File: src/rtl/updown_counter_if.sv
// Data-side signals of updown_counter: direction select in, count and range flags out.
interface updown_counter_if #(
    parameter int unsigned WIDTH = 4
);
    logic             UpOrDown;
    logic [WIDTH-1:0] Count;
    logic             tc;
    logic             at_max;
    logic             at_min;

    modport master (
        output UpOrDown,
        input  Count,
        input  tc,
        input  at_max,
        input  at_min
    );

    modport slave (
        input  UpOrDown,
        output Count,
        output tc,
        output at_max,
        output at_min
    );
endinterface

File: src/rtl/updown_counter.sv
// Free-running up/down counter with terminal-count flag; wraps at the range ends
// by default, saturates when UPDOWN_SAT_EN is defined.
module updown_counter #(
    parameter int unsigned WIDTH = 4
) (
    input  logic              Clk,
    input  logic              reset,
    updown_counter_if.slave   bus
);
    localparam logic [WIDTH-1:0] STEP  = WIDTH'(1);
    localparam logic [WIDTH-1:0] CNT_MAX = '1;

    logic [WIDTH-1:0] count_q;
    logic [WIDTH-1:0] count_d;
    logic             at_max;
    logic             at_min;

    assign at_max = (count_q == CNT_MAX);
    assign at_min = (count_q == '0);

    always_comb begin
        count_d = count_q;
        if (bus.UpOrDown) begin
`ifdef UPDOWN_SAT_EN
            count_d = at_max ? count_q : count_q + STEP;
`else
            count_d = count_q + STEP;
`endif
        end else begin
`ifdef UPDOWN_SAT_EN
            count_d = at_min ? count_q : count_q - STEP;
`else
            count_d = count_q - STEP;
`endif
        end
    end

    always_ff @(posedge Clk) begin
        if (!reset) begin
            count_q <= '0;
        end else begin
            count_q <= count_d;
        end
    end

    assign bus.Count  = count_q;
    assign bus.at_max = at_max;
    assign bus.at_min = at_min;
    assign bus.tc     = (bus.UpOrDown & at_max) | (~bus.UpOrDown & at_min);
endmodule

File: src/flat_wrapper.sv
// flat-port wrapper written by rule: the top's interface ports become plain ports
module updown_counter_flat 
#(
    parameter int unsigned WIDTH = 4
)
  (Clk, reset, bus_UpOrDown, bus_Count, bus_tc, bus_at_max, bus_at_min);
  updown_counter_if #(.WIDTH(WIDTH)) bus_i ();
  input  logic Clk;
  input  logic reset;
  input wire logic [$bits(bus_i.UpOrDown)-1:0] bus_UpOrDown;
  output wire logic [$bits(bus_i.Count)-1:0] bus_Count;
  output wire logic [$bits(bus_i.tc)-1:0] bus_tc;
  output wire logic [$bits(bus_i.at_max)-1:0] bus_at_max;
  output wire logic [$bits(bus_i.at_min)-1:0] bus_at_min;
  assign bus_i.UpOrDown = bus_UpOrDown;
  assign bus_Count = bus_i.Count;
  assign bus_tc = bus_i.tc;
  assign bus_at_max = bus_i.at_max;
  assign bus_at_min = bus_i.at_min;
  updown_counter #(.WIDTH(WIDTH)) u_core (.Clk(Clk), .reset(reset), .bus(bus_i));
endmodule
File: config.mk
export PLATFORM = sky130hd
export DESIGN_NAME = updown_counter_flat
export DESIGN_NICKNAME = d
export VERILOG_FILES = /design/src/rtl/updown_counter_if.sv /design/src/rtl/updown_counter.sv /design/src/flat_wrapper.sv
export SDC_FILE = /design/constraint.sdc
export NUM_CORES = 1
export LEC_CHECK = 0
export ABC_AREA = 1
export BUFFER_PORTS_ARGS = -buffer_cell sky130_fd_sc_hd__buf_4
export CAP_MARGIN = 40
export CORE_AREA = 5 5 42 44
export CTS_CLUSTER_SIZE = 24
export DETAILED_ROUTE_END_ITERATION = 8
export DIE_AREA = 0 0 47 49
export PLACE_DENSITY = 0.43
export SYNTH_ARGS = -nofsm -noshare
export SYNTH_HDL_FRONTEND = slang
export SYNTH_SLANG_ARGS = --single-unit
File: constraint.sdc
create_clock -name Clk -period 1.5 [get_ports Clk]
set_clock_uncertainty 0.05 [all_clocks]
set_input_delay 0.075 -clock Clk [delete_from_list [all_inputs] [get_ports Clk]]
set_output_delay 0.075 -clock Clk [all_outputs]
set_load 0.01 [all_outputs]
# Yosys cells after proc, flatten, opt, wreduce, memory -nomap -nowiden
# Cells that the tools add are included.
# classes
n_shift,0
eq_ne,1
mux,1
multipliers,0
n_lt_le_gt_ge,0
div_mod_pow,0
n_addsub,2
bitwise_logic,4
n_reduce_logical,1
# ops
cell,n
4-bit by 1-bit adder with 4-bit output (second input constant),1
4-bit == test (second input constant),1
4-bit logical NOT,1
4-bit 2-to-1 mux,1
4-bit by 1-bit subtractor with 4-bit output (second input constant),1
1-bit AND,2
1-bit NOT,1
1-bit bitwise OR,1
# word_totals
romBits,0
inputBits,3
register_bits,4
latch_bits,0
mem_count,0
ramBits,0

# Logic depth before layout (Yosys ltp)
# depth
ltp_word,3
depth_mapped,7

# Least setup slack after synthesis
# Ideal clock, no wire load.
# synth_path
path_type,register to register
start,reg u_core.count_q[2] (netlist: u_core.bus.Count[2])
end,reg u_core.count_q[3] (netlist: u_core.bus.Count[3])
setup_time_ps,115
slack_ps,290
period_less_slack_ps,1210
t_required_ps,1335
arrival_time_ps,1045
path_stages_with_launch,5
path_cell_list,dfxtp_1 > ha_1 > or2_1 > a21oi_1 > nor2_1
# synth_between
elab_chain_cells,2
# synth_lines
element,line_no,text
start: declaration,updown_counter.sv:13,logic [WIDTH-1:0] count_q;
start signal: assignment,updown_counter.sv:42,count_q <= count_d;
4-bit by 1-bit subtractor with 4-bit output or 4-bit by 1-bit adder with 4-bit output (tied branches),"updown_counter.sv:33, updown_counter.sv:27",
4-bit 2-to-1 mux *,updown_counter.sv:23,if (bus.UpOrDown) begin
# Mark *: on every way between the ends. The rest lies on a longest branch, timed or not.
# A chain may end at the register's enable or synchronous reset.

# Final worst setup path
# layout_path
start,reg u_core.count_q[0] (netlist: u_core.bus.Count[0])
end,out bus_tc
# layout_between
elab_chain_cells,3
# layout_lines
element,line_no,text
4-bit == test or 4-bit logical NOT (tied branches),"updown_counter.sv:18, updown_counter.sv:19",
1-bit AND,updown_counter.sv:49,assign bus.tc = (bus.UpOrDown & at_max) | (~bus.UpOrDown & at_min);
1-bit bitwise OR *,updown_counter.sv:49,
end: declaration,flat_wrapper.sv:12,output wire logic [$bits(bus_i.tc)-1:0] bus_tc;
# Marks and branches as above.

==> impl_metrics.csv <==
group,metric,value,unit
power,powerDensity,1230,nW/um^2
status,status,"finished clean",
synthesis,synth.avg_cell_area,7.21,sq um
route,detail_route.first_pass.iterations,1,
timing,max_freq,762,MHz
route,vias,234,
clock_network,cts_buffer_depth,2,
finish,finalNonFillerCells,63,
job,cap_violations,0,
worst_setup_path,cp-end-kind,"output pin",
worst_setup_path,cp_slowest_cell,"dfxtp_1",
floorplan,die_h,49,um
timing,finalSetupTns,0,ps
timing,report.final.slew_viol_count,0,
placement,placedCellCount,59,
floorplan,die_x,47,um
floorplan,initial_utilization,0.175,
synthesis,synthTopCellsByCount,"nand2_1, inv_1, nor2_1",
route,drc,0,
finish,final_nets,55,
floorplan,row_count,14,
timing,hold_violations,0,
placement,dp_hpwl,463,um
synthesis,yosysTopAreaCell,"dfxtp_1",
synthesis,ys.warnings.count,0,
clock_network,clk_latency,240,ps
floorplan,dieArea,2300,sq um
synthesis,synth_edf_count,0,
synthesis,synth-seq-cells,4,
worst_setup_path,cp_cell_sequence,"nand2_1, nor3_2, nand2_1, o21ai_0, buf_4",
finish,synthToLayoutAreaGrowth,49.0,%
clock_network,htreeDepth,1,
clock_network,cts_made_buffers,3,
timing,tightest_slew,240,ps
power,power.leakage,0.197,nW
grt,grt_pass1_wl,931,um
synthesis,post_synth_num_cell_types,13,
clock_network,cts_tree,"done",
timing,min_period,1310,ps
finish,drive_above_1_share,0.298,
timing,rsz0062_at_grt,"no",
worst_setup_path,start_kind,"flip-flop",
synthesis,yosysMostFrequentCell,"nand2_1",
floorplan,core_area,1400,sq um
grt,grt_max_degree,7,
grt,grt_use_met1,0.0619,
synthesis,synth_area_leaders,"dfxtp_1, nand2_1, ha_1",
synthesis,synth_area,245,sq um
worst_setup_path,path_common_cell,"nand2_1",
finish,diodes,0,
worst_setup_path,cp_data_required_time,1370,ps
synthesis,ys_seq_area_frac,0.327,
grt,grt_pass1_vias,240,
grt,globalRoute.busiestLayer,"met2",
synthesis,async_reset_ff_frac,0,
synthesis,synth_top_flop_cell,"dfxtp_1",
timing,setup_violations,0,
synthesis,syn_nets,40,
route,antenna_left,0,
worst_setup_path,path_class,"flip-flop to output pin",
floorplan,io_pins,10,
timing,setup_ws,187,ps
timing,relSlewSlack,0.840,
timing,post-route-period-util,0.875,
min_path,hp-class,"input port to flip-flop",
clock_network,path_clk_slew,40,ps
grt,met2_usage,0.0837,
placement,preCtsSetupSlack,258,ps
synthesis,yosys.area.top_type_share,0.327,
worst_setup_path,crit_arrival,1190,ps
power,ir_drop,0.347,mV
grt,use_met3,0.0221,
worst_setup_path,cp_max_fo,6,
placement,finalWeightedCongestion,0.652,
route,drt_iter0_drc,0,
grt,overflow,0,
clock_network,clock-sinks,4,
grt,antenna_found_initial,0,
synthesis,synthCells,34,
clock_network,cts-root-buf,"clkbuf_4",
worst_setup_path,max_stage_delay,440,ps
grt,gr-usage-all-layers,0.0607,
placement,portBuffers,9,
route,via_per_inst,3.71,
route,wl_per_cell,8.73,um
route,wl,550,um
finish,largest_reg_flops,4,
clock_network,cts_setup_buffers,0,
## power by group
part           switching, mW  internal (mW)  leakage, nW
combinational         0.0851         0.0834        0.150
clock                 0.0447         0.0896       0.0138
sequential            0.0216          0.126       0.0334
total                  0.151          0.299        0.197
## cell families (layout without fill, tap and decap cells)
family                   after synthesis  count (layout)  synth area share
AO/OA/AOI/OAI                          2               2            0.0408
XOR/XNOR                               1               1            0.0357
AND/OR/NAND/NOR                       18              18             0.321
flip-flops                             4               4             0.327
buffers and inverters                  6              19            0.0918
adder cells (fa/ha/maj)                3               3             0.184
## per-stage QoR
stage | cell area, sq um | util | hold slack, ps | power [mW]
2_1_floorplan | 245 | - | 118 | 0.248
3_3_place_gp | 333 | 0.238 | 236 | 0.317
3_5_place_dp | 333 | 0.238 | 232 | 0.320
4_1_cts | 365 | 0.261 | 213 | 0.466
5_1_grt | 365 | 0.261 | 227 | 0.500
6_report | 365 | 0.261 | 213 | 0.451
## path summary, 6_finish.rpt
| check | startpoint | endpoint | slack, ps | cells past startpoint |
|---|---|---|---|---|
| setup / recovery | u_core.bus.Count[0] | bus_tc | 190 | 5 |
| hold / removal | bus_UpOrDown | u_core.bus.Count[3] | 210 | 5 |
| setup reg to reg | u_core.bus.Count[2] | u_core.bus.Count[3] | 260 | 4 |
| hold reg to reg | u_core.bus.Count[0] | u_core.bus.Count[0] | 470 | 1 |
## what timing repair did
item                      4_1_cts  5_1_grt
hold endpoints to repair        1        0
hold buffers                    1        0
resized for setup               0        0
## per-layer routing
layer  part of all wire  up-vias  routed length (um)
li1                   -      130                   -
met1               0.41       97                 228
met2               0.50        7                 274
met3              0.085        0                  47
met4                  0        0                   0
met5                  0        -                   0
## worst max-delay path: cells and delay by family (launching register included)
family | cells | cell delay, ps
AO/OA/AOI/OAI | 1 | 70
buffers and inverters | 1 | 140
AND/OR/NAND/NOR | 3 | 300
flip-flops | 1 | 440
## cell type report
class / count / area [sq um]
multi-input cells: 24 / 143
fillers: 181 / 1040
inverters: 6 / 22.5
repair buffers: 10 / 77.6
clock buffers: 3 / 22.5
flip-flops and latches: 4 / 80.1
well taps: 16 / 20.0
## cell usage in the layout, fill, tap and decap left out, types with 2 or more instances in the layout
cell / instances
nand3_1: 2
buf_4: 9
ha_1: 2
nor2_1: 5
dfxtp_1: 4
inv_1: 5
clkbuf_4: 3
nand2_1: 9
Note: power is estimated with default switching activity, not from simulation.
